## src/rtl/mm2s_pkg.sv

```systemverilog
// Shared types, constants and helpers for the MM2S read master.
// Holds the stream-out FSM states and the byte-count/keep helpers.
package mm2s_pkg;

    typedef enum logic [1:0] {
        S_IDLE,
        S_RUN,
        S_DONE
    } so_state_t;

    localparam logic [1:0] AXI_BURST_INCR = 2'b01;
    localparam logic [1:0] AXI_RESP_OKAY  = 2'b00;
    localparam int         AXI_MAX_BEATS  = 256;

    // Beats for a byte length. Shift-and-round-up form, so
    // lengths near 2^32 cannot wrap the way len+BPB-1 would.
    function automatic logic [31:0] ceil_beats(
        input logic [31:0] len,
        input int          bpb
    );
        logic [31:0] mask;
        int          sh;
        mask = 32'(bpb - 1);
        sh   = $clog2(bpb);
        return (len >> sh) + {31'd0, |(len & mask)};
    endfunction

    // Byte enables of the final beat, LSB-aligned.
    // Returned 64 bits wide; callers truncate to BPB.
    function automatic logic [63:0] last_keep(
        input logic [31:0] len,
        input int          bpb
    );
        logic [63:0] ones;
        logic [63:0] rem;
        ones = (bpb >= 64) ? '1 : ((64'd1 << bpb) - 64'd1);
        rem  = {32'd0, len} & (64'(bpb) - 64'd1);
        return (rem == 64'd0) ? ones : ((64'd1 << rem) - 64'd1);
    endfunction

endpackage

```

## src/rtl/mm2s_out_buf2.sv

```systemverilog
// Two-entry in-order output buffer for the stream-out stage.
// Ports: clk, rst_n (sync, low), flush, push/push_data, pop,
//        head (oldest entry), occ (0..2 entries held).
module mm2s_out_buf2 #(
    parameter int DW = 64
) (
    input  logic          clk,
    input  logic          rst_n,
    input  logic          flush,
    input  logic          push,
    input  logic [DW-1:0] push_data,
    input  logic          pop,
    output logic [DW-1:0] head,
    output logic [1:0]    occ
);

    logic [DW-1:0] e0;
    logic [DW-1:0] e1;

    assign head = e0;

    // pop is only raised when occ != 0 and push only when a slot
    // is free after this cycle's pop, so no full/empty guards.
    always_ff @(posedge clk) begin
        if (!rst_n || flush) begin
            e0  <= '0;
            e1  <= '0;
            occ <= 2'd0;
        end else begin
            case ({push, pop})
                2'b10: begin
                    if (occ == 2'd0) e0 <= push_data;
                    else             e1 <= push_data;
                    occ <= occ + 2'd1;
                end
                2'b01: begin
                    e0  <= e1;
                    occ <= occ - 2'd1;
                end
                2'b11: begin
                    if (occ == 2'd1) begin
                        e0 <= push_data;
                    end else begin
                        e0 <= e1;
                        e1 <= push_data;
                    end
                end
                default: ;
            endcase
        end
    end

endmodule

```

## src/rtl/mm2s_axis_stream_out.sv

```systemverilog
// MM2S stream-out stage: pops the data FIFO, emits AXI4-Stream.
// Ports: start_i/len_bytes_i/abort_i/busy_o/done_o command side,
//        fifo_empty/fifo_rd_en/fifo_rd_data, m_axis_* stream.
module mm2s_axis_stream_out
    import mm2s_pkg::*;
#(
    parameter int DW = 64
) (
    input  logic            clk,
    input  logic            rst_n,
    input  logic            start_i,
    input  logic [31:0]     len_bytes_i,
    input  logic            abort_i,
    output logic            busy_o,
    output logic            done_o,
    input  logic            fifo_empty,
    output logic            fifo_rd_en,
    input  logic [DW-1:0]   fifo_rd_data,
    output logic [DW-1:0]   m_axis_tdata,
    output logic [DW/8-1:0] m_axis_tkeep,
    output logic            m_axis_tlast,
    output logic            m_axis_tvalid,
    input  logic            m_axis_tready
);

    localparam int BPB = DW / 8;

    so_state_t       state;
    logic [31:0]     rd_left;
    logic [31:0]     tx_left;
    logic [BPB-1:0]  keep_last_q;
    logic            inflight;
    logic            done_q;

    logic [31:0]     beats;
    logic [BPB-1:0]  keep_new;
    logic [1:0]      occ;
    logic [DW-1:0]   head;
    logic            tvalid;
    logic            tlast;
    logic            fire;
    logic            run;
    logic            kill;
    logic [2:0]      credit;

    assign beats    = ceil_beats(len_bytes_i, BPB);
    assign keep_new = BPB'(last_keep(len_bytes_i, BPB));

    assign run    = (state == S_RUN);
    assign kill   = run && abort_i;
    assign tvalid = (occ != 2'd0);
    assign fire   = tvalid && m_axis_tready;
    assign tlast  = tvalid && (tx_left == 32'd1);

    // Entries that will be held after this cycle if nothing new
    // is popped; fire implies occ >= 1 so this never underflows.
    assign credit = {1'b0, occ} + {2'b00, inflight} - {2'b00, fire};

    assign fifo_rd_en = run && !fifo_empty &&
                        (rd_left != 32'd0) && (credit < 3'd2);

    mm2s_out_buf2 #(
        .DW (DW)
    ) u_buf (
        .clk       (clk),
        .rst_n     (rst_n),
        .flush     (kill),
        .push      (inflight && run),
        .push_data (fifo_rd_data),
        .pop       (fire),
        .head      (head),
        .occ       (occ)
    );

    assign m_axis_tvalid = tvalid;
    assign m_axis_tdata  = head;
    assign m_axis_tlast  = tlast;
    assign m_axis_tkeep  = !tvalid ? '0 :
                           (tlast ? keep_last_q : '1);

    assign busy_o = (state != S_IDLE);
    assign done_o = done_q;

    always_ff @(posedge clk) begin
        if (!rst_n) begin
            state       <= S_IDLE;
            rd_left     <= 32'd0;
            tx_left     <= 32'd0;
            keep_last_q <= '0;
            inflight    <= 1'b0;
            done_q      <= 1'b0;
        end else begin
            done_q   <= 1'b0;
            inflight <= fifo_rd_en;
            case (state)
                S_IDLE: begin
                    if (start_i) begin
                        if (len_bytes_i == 32'd0) begin
                            state <= S_DONE;
                        end else begin
                            rd_left     <= beats;
                            tx_left     <= beats;
                            keep_last_q <= keep_new;
                            state       <= S_RUN;
                        end
                    end
                end
                S_RUN: begin
                    if (abort_i) begin
                        // Drop the returning read and all counts.
                        state    <= S_IDLE;
                        rd_left  <= 32'd0;
                        tx_left  <= 32'd0;
                        inflight <= 1'b0;
                    end else begin
                        if (fifo_rd_en) rd_left <= rd_left - 32'd1;
                        if (fire)       tx_left <= tx_left - 32'd1;
                        if (fire && tlast) state <= S_DONE;
                    end
                end
                S_DONE: begin
                    done_q <= 1'b1;
                    state  <= S_IDLE;
                end
                default: state <= S_IDLE;
            endcase
        end
    end

endmodule

```

## config.mk

```make
export PLATFORM = sky130hd
export DESIGN_NAME = mm2s_axis_stream_out
export DESIGN_NICKNAME = d
export VERILOG_FILES = /design/src/rtl/mm2s_pkg.sv /design/src/rtl/mm2s_out_buf2.sv /design/src/rtl/mm2s_axis_stream_out.sv
export SDC_FILE = /design/constraint.sdc
export NUM_CORES = 1
export LEC_CHECK = 0
export CORE_UTILIZATION = 54
export CTS_CLUSTER_SIZE = 10
export DETAILED_ROUTE_END_ITERATION = 16
export PLACE_DENSITY = 0.89
export SLEW_MARGIN = 20
export SYNTH_ARGS = -nofsm -noshare
export SYNTH_HDL_FRONTEND = slang
export SYNTH_SLANG_ARGS = --single-unit
export TNS_END_PERCENT = 5
```

## constraint.sdc

```tcl
create_clock -name clk -period 5.1 [get_ports clk]
set_input_delay 1.275 -clock clk [delete_from_list [all_inputs] [get_ports clk]]
set_output_delay 1.275 -clock clk [all_outputs]
set_load 0.05 [all_outputs]
```

; ---- Yosys cells after proc, flatten, opt, wreduce, memory -nomap -nowiden
; Index checks and enable logic that the tools add are counted.
[totals]
output_inout_bits = 77
regBits = 206
input_bits = 102
[op_classes]
addsub = 8
reduce_logical = 29
n_lt_le_gt_ge = 1
shifts = 1
n_eq_ne = 15
bitwise_logic = 1
mux = 26
[op_table]
columns = op, count
row1 = $mux 64, 4
row2 = $mux 32, 6
row3 = $pmux 64 s3, 1
row4 = $pmux 32 s2, 2
row5 = $pmux 64 s2, 1
row6 = $logic_not 64->1, 1
row7 = $sub 32x1->32 const B, 2
row8 = $eq 32x1->1 const B, 1
row9 = $logic_not 32->1, 1
row10 = $reduce_bool 32->1, 1
row11 = $add 29x1->30, 1
row12 = $mux 8, 3
row13 = $reduce_bool 2->1, 5
row14 = $logic_and 1x1->1, 8
row15 = $mux 2, 4
row16 = $ne 2x2->1 const B, 4
row17 = $pmux 2 s2, 2
row18 = $reduce_and 4->1, 2
row19 = $shl 1x3->8 const A, 1
row20 = $sub 8x1->8 const B, 1
row21 = $eq 2x1->1 const B, 3
row22 = $eq 2x2->1 const B, 3
row23 = $ne 3x3->1 const B, 2
row24 = $reduce_and 3->1, 2
row25 = other kinds (15), 20

; ---- Depth between registers and ports, before layout
; Gate-level depths: netlist of the first run.
[depth]
word_depth = 8
depth_mapped = 15
depth_no_buf = 14

; ---- Hierarchy
; Synthesis of the first run repeated with hierarchy kept, for this count alone.
[hier_totals]
hier_cells = 1451
area_unflattened_um2 = 11638.7
[by_module_without_submodules]
columns = module, cells_each, area_each_um2, seq_area_each_um2, instances
row1 = mm2s_out_buf2, 695, 6274.8, 2602.5, 1
row2 = mm2s_axis_stream_out, 756, 5363.9, 1521.5, 1

; ---- Worst setup path before layout of the first run
; OpenSTA, ideal clock, no wires.
[synth_timing]
path_type = input to output
startpoint = input m_axis_tready
endpoint = output fifo_rd_en
t_arrival_ns = 3.486
t_required_ns = 3.825
path_buffers = 1
setup_slack_ns = 0.339
cell_stages = 10
cell_sequence = nand2_1 -> inv_1 -> ha_1 -> nand2b_1 -> fa_1 -> xnor2_1 -> and4b_1 -> clkbuf_1 -> nand2_1 -> inv_1
[synth_via]
elab_chain_len = 4
[synth_rtl]
columns = element, line_no
row1 = start: declaration, mm2s_axis_stream_out.sv:23  ; input logic m_axis_tready
row2 = $logic_and 1x1->1, mm2s_axis_stream_out.sv:52  ; assign fire = tvalid && m_axis_tready;
row3 = $sub 3x1->3, mm2s_axis_stream_out.sv:57  ; assign credit = {1'b0, occ} + {2'b00, inflight} - {2'b00, fire};
row4 = $lt 3x2->1, mm2s_axis_stream_out.sv:60  ; (rd_left != 32'd0) && (credit < 3'd2);
row5 = $logic_and 1x1->1, mm2s_axis_stream_out.sv:60
row6 = end: declaration, mm2s_axis_stream_out.sv:17  ; output logic fifo_rd_en,
; Every way passes these cells.

; ---- Final worst setup path of the first run
[layout_timing]
startpoint = register tx_left[8]
endpoint = output m_axis_tlast
[layout_via]
elab_chain_len = 2
[layout_rtl]
columns = element, line_no
row1 = start: declaration, mm2s_axis_stream_out.sv:30  ; logic [31:0] tx_left;
row2 = start signal: assignment, mm2s_axis_stream_out.sv:102  ; tx_left <= beats;
row3 = start signal: assignment, mm2s_axis_stream_out.sv:117  ; if (fire) tx_left <= tx_left - 32'd1;
row4 = $eq 32x1->1, mm2s_axis_stream_out.sv:53  ; assign tlast = tvalid && (tx_left == 32'd1);
row5 = $logic_and 1x1->1, mm2s_axis_stream_out.sv:53
row6 = end: declaration, mm2s_axis_stream_out.sv:21  ; output logic m_axis_tlast,
; Every way passes these cells.

==> Implementation_results.wiki, run 1 <==
{| class="wikitable"
! Metric !! Value
|-
| Outcome || completed
|-
| Count of pins over their slew limit || 0
|-
| Post-synthesis cell area || 10340 um2
|-
| Biggest fanout along the worst timing path || 10
|-
| Total iterations of the first detailed-routing run || 6
|-
| CTS H-tree depth || 1
|-
| Layout area overhead || 25.54%
|-
| Critical Path AT || 3.61 ns
|-
| Post-layout net count || 1593
|-
| RSZ-0062 raised after global routing || false
|-
| Worst max-slew margin expressed relative to the limit || 31.55%
|-
| Fin. Hold Viols || 0
|-
| Total number of yosys warnings || 0
|-
| CTS tree || done
|-
| Count of endpoints failing setup in the final report || 0
|-
| Share of the clock period used by the worst path || 95.80%
|-
| Post-route total power || 0.003985 W
|-
| FP Rows || 50
|-
| Post-Synthesis Cells || 1345
|-
| DRC errors left || 0
|-
| Terminating pin of the worst hold path || u_buf.e1[19]
|-
| Root Driver || sky130_fd_sc_hd__clkbuf_16
|-
| Area of the core region || 18770 um2
|-
| Maximum achievable frequency || 204.7 MHz
|-
| Count of pins on the block boundary || 179
|-
| Total area of multi-input combinational cells || 5736 um2
|-
| Share of post-route cells with drive strength above 1 || 6.204%
|-
| Die Area || 19710 um2
|-
| Max clock buf depth || 3
|-
| Worst min path class || reg -> reg
|-
| Leakage power figure || 4.435 nW
|-
| Overall overflow remaining after global route || 0
|-
| Number of maximum-capacitance constraint violations || 0
|-
| Post-synth top area share || 39.88%
|-
| Register cell area after layout || 4124 um2
|-
| Setup TNS || 0 ns
|-
| Peak supply drop || 0.3048 mV
|-
| Post-Syn Nets || 1460
|-
| Total number of vias || 11150
|-
| Die extent in x || 140.4 um
|-
| CTS Hold Buffers Added || 0
|-
| R2R Setup Slk || 0.88 ns
|-
| Violation count after the first detailed-routing iteration || 1251
|-
| Largest net degree at the start of global routing || 78
|-
| Die outline height || 140.4 um
|-
| Ratio of total power to cell area || 307.0 nW/um2
|-
| Largest area contributor in the netlist || sky130_fd_sc_hd__dfxtp_1
|-
| Category of the critical setup timing path || reg -> out
|-
| Worst Clk Skew || 0.01638 ns
|-
| I/O Buffers || 178
|-
| Clk Latency, worst-skew pair || 0.53 ns
|-
| Dominant synthesized flop cell || sky130_fd_sc_hd__dfxtp_1
|-
| Share of synthesized flip-flops with an asynchronous set or reset || 0%
|-
| Post-route antenna net violation count || 0
|-
| Hold WS || 0.4532 ns
|-
| Clock net sink count || 206
|-
| Share of the yosys chip area belonging to registers || 39.88%
|-
| Kind of launch point of the worst setup path || register
|-
| All-layer global routing usage || 32.69%
|-
| Aggregate routed wire length || 32.81 mm
|-
| Mean instance size in the synthesized netlist || 7.689 um2
|-
| Endpoint required time on the critical path || 3.83 ns
|-
| Nature of the critical path endpoint || output port
|-
| Commonest cells after routing, fill and taps aside || 206 x sky130_fd_sc_hd__dfxtp_1, 182 x sky130_fd_sc_hd__nand2_1, 177 x sky130_fd_sc_hd__clkdlybuf4s50_1
|-
| Initial cell density of the core || 55.10%
|-
| Leading cell types by total area after synthesis || sky130_fd_sc_hd__dfxtp_1 40%, sky130_fd_sc_hd__a21oi_1 6.9%, sky130_fd_sc_hd__nand2_1 6.7%, sky130_fd_sc_hd__a221oi_1 5.5%, sky130_fd_sc_hd__nor2_1 5.4%
|-
| HP Start || u_buf.e1[19]
|-
| Reg-to-Reg Start || u_buf.occ[1]
|-
| Number of gates resized after CTS || 0
|-
| Detailed placer's ending HPWL || 21.93 mm
|-
| Post-synth EDFFs || 0
|-
| First-pass GRT wire length || 52.78 mm
|-
| Number of library cell types mapped by synthesis || 66
|-
| WL/cell || 19.11 um
|-
| Most frequent standard cell in the layout excluding fill and tap cells || sky130_fd_sc_hd__dfxtp_1
|-
| Final critical-path required period || 4.886 ns
|-
| Number of CTS-inserted buffers || 25
|-
| Worst slew pin tran || 1.025 ns
|-
| Post-synthesis sequential element count || 206
|-
| GPL Wtd Cong || 0.9508
|-
| Number of global-route vias before repair || 10530
|-
| Number of filler instances in the final layout || 1491
|-
| Clock-pin slew of the registers on the worst-case setup and hold paths || 0.06 ns
|-
| Number of vias per cell || 6.493
|-
| Reg-to-reg critical path endpoint || rd_left[0]
|-
| Total setup buffers inserted after CTS || 0
|-
| Instance count along the most critical hold path || 2
|-
| Antenna Cells || 0
|-
| FF-to-FF path depth || 15
|-
| Number of antenna violations at the first check in global routing || 0
|}
-- routing by layer --
metal | track usage (%) | vias up | part of all wire, %
met4 | 14.75 | 0 | 4.7
met1 | 41.53 | 5229 | 40
met2 | 54.03 | 610 | 47
met5 | 0 | - | 0
met3 | 5.949 | 127 | 9.0
li1 | - | 5182 | -
-- report_power, final --
part | switching [W] | internal, W | leakage, nW
sequential | 0.0000571 | 0.00167 | 1.67
combinational | 0.000421 | 0.000264 | 2.42
clock | 0.000655 | 0.000922 | 0.346
-- cell usage after synthesis, types with 15 or more instances --
| master | n |
|---|---|
| sky130_fd_sc_hd__or4_1 | 16 |
| sky130_fd_sc_hd__a21oi_1 | 142 |
| sky130_fd_sc_hd__clkbuf_1 | 90 |
| sky130_fd_sc_hd__o31ai_1 | 17 |
| sky130_fd_sc_hd__a221oi_1 | 65 |
| sky130_fd_sc_hd__nor3_1 | 93 |
| sky130_fd_sc_hd__o21ai_0 | 80 |
| sky130_fd_sc_hd__inv_1 | 26 |
| sky130_fd_sc_hd__nor2_1 | 150 |
| sky130_fd_sc_hd__dfxtp_1 | 206 |
| sky130_fd_sc_hd__a31oi_1 | 15 |
| sky130_fd_sc_hd__nand2_1 | 184 |
| sky130_fd_sc_hd__nand3_1 | 28 |
| sky130_fd_sc_hd__nor4_1 | 28 |
-- how the worst max path moves through the flow --
stage	start	to	slack, ns	depth (start not counted)
after CTS	u_buf.occ[1]	fifo_rd_en	0.28	13
after global routing	u_buf.occ[1]	fifo_rd_en	0.02	13
after detailed placement	m_axis_tready	fifo_rd_en	0.40	11
final	tx_left[8]	m_axis_tlast	0.21	6
after floorplan	m_axis_tready	fifo_rd_en	0.34	10
after global placement	m_axis_tready	fifo_rd_en	0.45	11
-- through the flow --
step | area, um2 | util, % | std cells | setup WS [ns]
after floorplan | 10340 | - | 1345 | 0.3386
after global placement | 12280 | 65.43 | 1685 | 0.4482
after detailed placement | 12280 | 65.43 | 1685 | 0.4008
after CTS | 12980 | 69.17 | 1717 | 0.2835
after global routing | 12980 | 69.17 | 1717 | 0.02369
final | 12980 | 69.17 | 1717 | 0.2141
-- cells by family (layout without fill, tap and decap cells) --
family,Yosys count,in the layout,synth area share (%)
and+or+nand+nor,586,586,26.93
AOI/OAI and AO/OA,393,393,24.66
DFF,206,206,39.88
buffers and inverters,128,266,5.263
xor gates and xnor gates,18,18,1.524
adders and majority gates,13,13,1.645
muxes,1,1,0.09680
-- flip-flops by register name (all words and copies together) (netlist names) --
register and flops:
done_o 1, inflight 1, keep_last_q 8, rd_left 32, state 2, tx_left 32
u_buf.e1 64, u_buf.head 64, u_buf.occ 2
-- worst max-delay path, stage by stage, from the launching register on --
cell and delay (ns):
sky130_fd_sc_hd__dfxtp_1 0.37, sky130_fd_sc_hd__nor4_1 0.58, sky130_fd_sc_hd__and4_1 0.30, sky130_fd_sc_hd__buf_4 0.16
sky130_fd_sc_hd__nand4_1 0.50, sky130_fd_sc_hd__inv_1 0.29, sky130_fd_sc_hd__clkdlybuf4s50_1 0.88
-- final cells by class --
cell class / instances / share of cell area (%)
Clock inverter: 2 / 0.2217
Clock buffer: 30 / 5.195
Sequential cell: 206 / 31.77
Inverter: 26 / 0.7517
Tap cell: 234 / 2.255
Multi-Input combinational cell: 1011 / 44.18
Timing Repair Buffer: 208 / 15.63
Note: power is estimated with default switching activity, not from simulation.
==> run 2: changes to the inputs <==
--- a/config.mk
+++ b/config.mk
@@ -6,6 +6,7 @@
 export NUM_CORES = 1
 export LEC_CHECK = 0
 export CORE_UTILIZATION = 54
+export CTS_CLUSTER_DIAMETER = 100
 export CTS_CLUSTER_SIZE = 10
 export DETAILED_ROUTE_END_ITERATION = 16
 export PLACE_DENSITY = 0.89
==> run 2 against run 1 <==
Combinational power about the same. Clock-buffer cell count decreased by 6. Sequential share of layout area increased by 0.14 points. First-iteration DRC count decreased by 0.32%. Critical path type unchanged. Largest cell class unchanged.
==> Implementation_results.wiki, run 2 (same netlist as run 1, synthesis figures left out) <==
{| class="wikitable"
! Metric !! Value
|-
| Commonest cells after routing, fill and taps aside || 206 x sky130_fd_sc_hd__dfxtp_1, 182 x sky130_fd_sc_hd__nand2_1, 177 x sky130_fd_sc_hd__clkdlybuf4s50_1 (unchanged)
|-
| WL/cell || 19.08 um (was 19.11 um)
|-
| CP endpoint || m_axis_tlast (unchanged)
|-
| Maximum achievable frequency || 205.9 MHz (was 204.7 MHz)
|-
| Worst min path class || reg -> reg (unchanged)
|-
| FF-to-FF path depth || 15 (unchanged)
|-
| Peak supply drop || 0.2846 mV (was 0.3048 mV)
|-
| Area of the core region || 18770 um2 (unchanged)
|-
| Number of logic stages on the critical path including buffering || 6 (unchanged)
|-
| Reg-to-reg critical path endpoint || rd_left[0] (unchanged)
|-
| First-pass GRT wire length || 52.16 mm (was 52.78 mm)
|-
| CTS Hold Buffers Added || 0 (unchanged)
|-
| Number of maximum-capacitance constraint violations || 0 (unchanged)
|-
| Combined buffer and inverter count along the critical path || 3 (unchanged)
|-
| Kind of launch point of the worst setup path || register (unchanged)
|-
| Worst slew pin tran || 1.005 ns (was 1.025 ns)
|-
| Total iterations of the first detailed-routing run || 5 (was 6)
|-
| DRC errors left || 0 (unchanged)
|-
| Critical-path cell list || nor4_1 -> and4_1 -> buf_4 -> nand4_1 -> inv_1 -> clkdlybuf4s50_1 (unchanged)
|-
| Worst Clk Skew || 0.01309 ns (was 0.01638 ns)
|-
| I/O Buffers || 178 (unchanged)
|-
| Critical path's slowest cell || sky130_fd_sc_hd__clkdlybuf4s50_1 (unchanged)
|-
| Largest net degree at the start of global routing || 78 (unchanged)
|-
| Critical Path AT || 3.58 ns (was 3.61 ns)
|-
| Total number of vias || 11100 (was 11150)
|-
| Die Area || 19710 um2 (unchanged)
|-
| Clk Latency, worst-skew pair || 0.52 ns (was 0.53 ns)
|-
| Final critical-path required period || 4.856 ns (was 4.886 ns)
|-
| Number of gates resized after CTS || 0 (unchanged)
|-
| Aggregate routed wire length || 32.65 mm (was 32.81 mm)
|-
| Number of vias per cell || 6.485 (was 6.493)
|-
| Root Driver || sky130_fd_sc_hd__clkbuf_16 (unchanged)
|-
| Antenna Cells || 0 (unchanged)
|-
| Fin. Hold Viols || 0 (unchanged)
|-
| Number of antenna violations at the first check in global routing || 0 (unchanged)
|-
| Nature of the critical path endpoint || output port (unchanged)
|-
| Layout area overhead || 25.00% (was 25.54%)
|-
| Post-place setup slack || 0.4008 ns (unchanged)
|-
| Clock net sink count || 206 (unchanged)
|-
| Setup TNS || 0 ns (unchanged)
|-
| Count of pins over their slew limit || 0 (unchanged)
|-
| Violation count after the first detailed-routing iteration || 1247 (was 1251)
|-
| Worst max-slew margin expressed relative to the limit || 32.85% (was 31.55%)
|-
| GPL Wtd Cong || 0.9508 (unchanged)
|-
| Count of endpoints failing setup in the final report || 0 (unchanged)
|-
| CTS H-tree depth || 1 (unchanged)
|-
| All-layer global routing usage || 32.46% (was 32.69%)
|-
| Category of the critical setup timing path || reg -> out (unchanged)
|-
| Die outline height || 140.4 um (unchanged)
|-
| Die extent in x || 140.4 um (unchanged)
|-
| FP Rows || 50 (unchanged)
|-
| Top cell family by delay on the critical path || simple AND/OR/NAND/NOR gates (unchanged)
|-
| Overall overflow remaining after global route || 0 (unchanged)
|-
| Share of post-route cells with drive strength above 1 || 5.958% (was 6.204%)
|-
| Initial cell density of the core || 55.10% (unchanged)
|-
| R2R Setup Slk || 0.91 ns (was 0.88 ns)
|-
| Worst stage delay on the critical path || 0.87 ns (was 0.88 ns)
|-
| Outcome || completed (unchanged)
|-
| Max clock buf depth || 3 (unchanged)
|-
| Post-layout net count || 1592 (was 1593)
|-
| Reg-to-Reg Start || u_buf.occ[1] (unchanged)
|-
| Number of global-route vias before repair || 10420 (was 10530)
|-
| Final setup margin || 0.2442 ns (was 0.2141 ns)
|-
| Ratio of total power to cell area || 302.7 nW/um2 (was 307.0 nW/um2)
|-
| RSZ-0062 raised after global routing || false (unchanged)
|-
| Hold WS || 0.4524 ns (was 0.4532 ns)
|-
| Count of pins on the block boundary || 179 (unchanged)
|-
| Worst setup path startpoint || tx_left[8] (unchanged)
|-
| Post-route antenna net violation count || 0 (unchanged)
|-
| Clock-pin slew of the registers on the worst-case setup and hold paths || 0.06 ns (about the same)
|-
| Share of the clock period used by the worst path || 95.21% (was 95.80%)
|-
| HP Start || u_buf.e1[1] (was u_buf.e1[19])
|-
| CTS tree || done (unchanged)
|-
| Most frequent standard cell in the layout excluding fill and tap cells || sky130_fd_sc_hd__dfxtp_1 (unchanged)
|-
| Number of CTS-inserted buffers || 24 (was 25)
|-
| Total setup buffers inserted after CTS || 0 (unchanged)
|-
| Biggest fanout along the worst timing path || 10 (unchanged)
|-
| Detailed placer's ending HPWL || 21.93 mm (unchanged)
|-
| Endpoint required time on the critical path || 3.83 ns (about the same)
|-
| Leakage power figure || 4.406 nW (was 4.435 nW)
|}
## run 2: changes by cell type in the layout (fill, tap and decap cells not counted)
cell,change
sky130_fd_sc_hd__bufinv_16,+1
sky130_fd_sc_hd__clkinv_8,+1
sky130_fd_sc_hd__clkbuf_1,-2
sky130_fd_sc_hd__clkinv_4,-1
sky130_fd_sc_hd__inv_16,-1
sky130_fd_sc_hd__clkbuf_8,-3
sky130_fd_sc_hd__clkbuf_16,-1
## run 2: report_power, final
| part | internal [W] | switching, W |
|---|---|---|
| registers | 0.00167 | 0.0000574 |
| clock network | 0.000879 | 0.000627 |
| logic | 0.000264 | 0.000420 |
## run 2: worst min-delay path, cell delays in order, from the launching register on
cell	delay (ns)
sky130_fd_sc_hd__dfxtp_1	0.30
sky130_fd_sc_hd__nand2_1	0.05
sky130_fd_sc_hd__a21oi_1	0.05
## run 2: per-layer routing
| layer | up-vias | wire length (um) | global-route usage (%) | part of all wire, % |
|---|---|---|---|---|
| li1 | 5174 | - | - | - |
| met1 | 5234 | 13090 | 41.04 | 40 |
| met2 | 569 | 15100 | 52.61 | 46 |
| met3 | 118 | 2827 | 6.222 | 8.7 |
| met4 | 0 | 1629 | 17.00 | 5.0 |
| met5 | - | 0 | 0 | 0 |
## run 2: worst min-delay path by stage
stage / endpoint / slack, ns / cells after the start
2_1_floorplan: u_buf.e1[0] / 0.44 / 2
3_3_place_gp: u_buf.e1[45] / 0.44 / 2
3_5_place_dp: u_buf.e1[57] / 0.45 / 2
4_1_cts: u_buf.e1[57] / 0.45 / 2
5_1_grt: u_buf.e1[5] / 0.47 / 2
6_report: u_buf.e1[1] / 0.45 / 2
## run 2: final cells by class
class                           count  area (um2)
Clock inverter                      2       46.29
Inverter                           26       97.59
Multi-Input combinational cell   1011        5736
Sequential cell                   206        4124
Timing Repair Buffer              208        2029
Tap cell                          234       292.8
Fill cell                        1494        5842
Clock buffer                       24       600.6
## run 2: per-stage QoR
| stage | power (W) | std cells | utilization, % | instance area [um2] |
|---|---|---|---|---|
| CTS | 0.003908 | 1711 | 68.87 | 12930 |
| floorplan | 0.002159 | 1345 | - | 10340 |
| detailed placement | 0.002417 | 1685 | 65.43 | 12280 |
| global placement | 0.002404 | 1685 | 65.43 | 12280 |
| global route | 0.004050 | 1711 | 68.87 | 12930 |
| finish | 0.003912 | 1711 | 68.87 | 12930 |
==> run 3: changes to the inputs <==
--- a/config.mk
+++ b/config.mk
@@ -5,11 +5,11 @@
 export SDC_FILE = /design/constraint.sdc
 export NUM_CORES = 1
 export LEC_CHECK = 0
-export CORE_UTILIZATION = 54
+export CORE_UTILIZATION = 40
 export CTS_CLUSTER_DIAMETER = 100
 export CTS_CLUSTER_SIZE = 10
 export DETAILED_ROUTE_END_ITERATION = 16
-export PLACE_DENSITY = 0.89
+export PLACE_DENSITY = 0.71
 export SLEW_MARGIN = 20
 export SYNTH_ARGS = -nofsm -noshare
 export SYNTH_HDL_FRONTEND = slang
==> run 3 against run 2 <==
Sequential power hardly changed. Flip-flop and latch count unchanged. First-iteration DRC count down 13%. Power increased by 0.85%. Worst hold slack worse by 0.00089 ns. Clock skew up 0.0079 ns. Core utilization down 17 points. Via count is 2.3% lower. Critical path type is now in -> out. Routed wire length up 4.1%. Maximum frequency rose by 1.4%. Register-to-register slack improved by 0.52 ns. Largest cell class unchanged.
==> Implementation_results.wiki, run 3 (same netlist as run 1, synthesis figures left out) <==
{| class="wikitable"
! Metric !! Value
|-
| Endpoint required time on the critical path || 3.83 ns (about the same)
|-
| Area of the core region || 25250 um2 (was 18770 um2)
|-
| Category of the critical setup timing path || in -> out (was reg -> out)
|-
| Worst max-slew margin expressed relative to the limit || 40.33% (was 32.85%)
|-
| Most frequent standard cell in the layout excluding fill and tap cells || sky130_fd_sc_hd__dfxtp_1 (unchanged)
|-
| Count of endpoints failing setup in the final report || 0 (unchanged)
|-
| FP Rows || 58 (was 50)
|-
| Overall overflow remaining after global route || 0 (unchanged)
|-
| Number of filler instances in the final layout || 2406 (was 1494)
|-
| Post-route antenna net violation count || 0 (unchanged)
|-
| RSZ-0062 raised after global routing || false (unchanged)
|-
| Violation count after the first detailed-routing iteration || 1082 (was 1247)
|-
| Maximum achievable frequency || 208.9 MHz (was 205.9 MHz)
|-
| CTS tree || done (unchanged)
|-
| Leakage power figure || 4.433 nW (was 4.406 nW)
|-
| Switching power of the nets || 0.001134 W (was 0.001104 W)
|-
| Biggest fanout along the worst timing path || 2 (was 10)
|-
| Worst Clk Skew || 0.02103 ns (was 0.01309 ns)
|-
| First-pass GRT wire length || 52.97 mm (was 52.16 mm)
|-
| Number of maximum-capacitance constraint violations || 0 (unchanged)
|-
| Max clock buf depth || 3 (unchanged)
|-
| GPL Wtd Cong || 0.9505 (was 0.9508)
|-
| I/O Buffers || 178 (unchanged)
|-
| Commonest cells after routing, fill and taps aside || 206 x sky130_fd_sc_hd__dfxtp_1, 182 x sky130_fd_sc_hd__nand2_1, 177 x sky130_fd_sc_hd__clkdlybuf4s50_1 (unchanged)
|-
| Post-route total power || 0.003946 W (was 0.003912 W)
|-
| Total setup buffers inserted after CTS || 0 (unchanged)
|-
| Fraction of power consumed by combinational cells || 17.6% (was 17.5%)
|-
| Number of global-route vias before repair || 9758 (was 10420)
|-
| Clk Latency, worst-skew pair || 0.53 ns (was 0.52 ns)
|-
| WL/cell || 18.73 um (was 19.08 um)
|-
| Clock net sink count || 206 (unchanged)
|-
| Number of gates resized after CTS || 0 (unchanged)
|-
| Layout Cell Area excl Fill || 13090 um2 (was 12930 um2)
|-
| Nature of the critical path endpoint || output port (unchanged)
|-
| Die extent in x || 162.8 um (was 140.4 um)
|-
| Number of vias per cell || 5.979 (was 6.485)
|-
| CTS H-tree depth || 1 (unchanged)
|-
| Setup TNS || 0 ns (unchanged)
|-
| Worst min path class || reg -> reg (unchanged)
|-
| Worst slew pin tran || 0.8951 ns (was 1.005 ns)
|-
| Share of the clock period used by the worst path || 93.88% (was 95.21%)
|-
| Number of antenna violations at the first check in global routing || 0 (unchanged)
|-
| Kind of launch point of the worst setup path || input port (was register)
|-
| Ratio of total power to cell area || 301.3 nW/um2 (was 302.7 nW/um2)
|-
| Final critical-path required period || 4.788 ns (was 4.856 ns)
|-
| CTS Hold Buffers Added || 0 (unchanged)
|-
| Aggregate routed wire length || 33.98 mm (was 32.65 mm)
|-
| Initial cell density of the core || 40.95% (was 55.10%)
|-
| Share of post-route cells with drive strength above 1 || 6.339% (was 5.958%)
|-
| Switching portion of total power || 28.75% (was 28.21%)
|-
| Root Driver || sky130_fd_sc_hd__clkbuf_16 (unchanged)
|-
| Sequential share of power || 43.6% (was 44.0%)
|-
| Largest net degree at the start of global routing || 86 (was 78)
|-
| Fraction of power consumed by the clock network || 38.8% (was 38.5%)
|-
| Count of pins over their slew limit || 0 (unchanged)
|-
| Outcome || completed (unchanged)
|-
| Number of CTS-inserted buffers || 24 (unchanged)
|-
| Post-layout net count || 1598 (was 1592)
|-
| Fin. Hold Viols || 0 (unchanged)
|-
| Die outline height || 162.8 um (was 140.4 um)
|-
| Die Area || 26500 um2 (was 19710 um2)
|-
| Peak supply drop || 0.2507 mV (was 0.2846 mV)
|-
| DRC errors left || 0 (unchanged)
|-
| Total iterations of the first detailed-routing run || 5 (unchanged)
|-
| Count of pins on the block boundary || 179 (unchanged)
|-
| Critical Path AT || 3.51 ns (was 3.58 ns)
|-
| Total number of vias || 10850 (was 11100)
|-
| Clock-pin slew of the registers on the worst-case setup and hold paths || 0.05 ns (was 0.06 ns)
|-
| All-layer global routing usage || 24.80% (was 32.46%)
|-
| Detailed placer's ending HPWL || 22.79 mm (was 21.93 mm)
|-
| Area of placed instances || 12440 um2 (was 12280 um2)
|-
| Internal power || 0.002811 W (was 0.002809 W)
|-
| Layout area overhead || 26.62% (was 25.00%)
|}
run 3: cell types whose count changed in the layout (fill, tap and decap cells not counted):
cell,previous run,this run
sky130_fd_sc_hd__buf_4,29,35
sky130_fd_sc_hd__diode_2,0,1
run 3: power groups by stage:
stage	registers [W]	logic, W	clock network, W
2_1_floorplan	0.00177	0.000391	0
3_3_place_gp	0.00175	0.000673	0
3_5_place_dp	0.00175	0.000676	0
4_1_cts	0.00172	0.000680	0.00156
5_1_grt	0.00173	0.000745	0.00162
6_report	0.00172	0.000693	0.00153
run 3: stage by stage:
stage / worst slack, ns / cells / hold slack (ns) / utilization [%]
global route: 0.2394 / 1813 / 0.4684 / 51.84
floorplan: 0.3386 / 1345 / 0.4361 / -
CTS: 0.3371 / 1813 / 0.4537 / 51.84
detailed placement: 0.3462 / 1787 / 0.4466 / 49.28
finish: 0.3121 / 1814 / 0.4516 / 51.85
global placement: 0.3482 / 1787 / 0.4410 / 49.28
run 3: critical path, stage by stage:
cell and delay, ns:
sky130_fd_sc_hd__clkdlybuf4s50_1 0.46, sky130_fd_sc_hd__nand2_1 0.06, sky130_fd_sc_hd__inv_1 0.11, sky130_fd_sc_hd__ha_1 0.23, sky130_fd_sc_hd__nand2b_1 0.15, sky130_fd_sc_hd__fa_1 0.38, sky130_fd_sc_hd__xnor2_1 0.19, sky130_fd_sc_hd__and4b_1 0.29
sky130_fd_sc_hd__nand2_1 0.09, sky130_fd_sc_hd__inv_1 0.12, sky130_fd_sc_hd__buf_12 0.15
run 3: area by class of cell:
| class | count | area [um2] | area share, % |
|---|---|---|---|
| Timing Repair Buffer | 214 | 2074 | 15.84 |
| Clock buffer | 24 | 600.6 | 4.587 |
| Antenna cell | 1 | 2.502 | 0.01911 |
| Tap cell | 330 | 412.9 | 3.153 |
| Clock inverter | 2 | 46.29 | 0.3536 |
| Sequential cell | 206 | 4124 | 31.50 |
| Inverter | 26 | 97.59 | 0.7453 |
| Multi-Input combinational cell | 1011 | 5736 | 43.80 |
run 3: worst paths after layout:
kind | start | endpoint | slack (ns) | cells after the start
hold / removal | u_buf.e1[20] | u_buf.e1[20] | 0.45 | 2
hold reg to reg | u_buf.e1[20] | u_buf.e1[20] | 0.45 | 2
setup reg to reg | u_buf.occ[1] | rd_left[29] | 1.43 | 14
setup / recovery | m_axis_tready | fifo_rd_en | 0.31 | 11
run 3: per-layer routing:
| metal | vias up | GRT usage (%) | wire length, um |
|---|---|---|---|
| met1 | 5064 | 33.35 | 14240 |
| li1 | 5196 | - | - |
| met4 | 0 | 10.24 | 1271 |
| met2 | 502 | 38.96 | 15580 |
| met3 | 83 | 4.431 | 2889 |
| met5 | - | 0 | 0 |
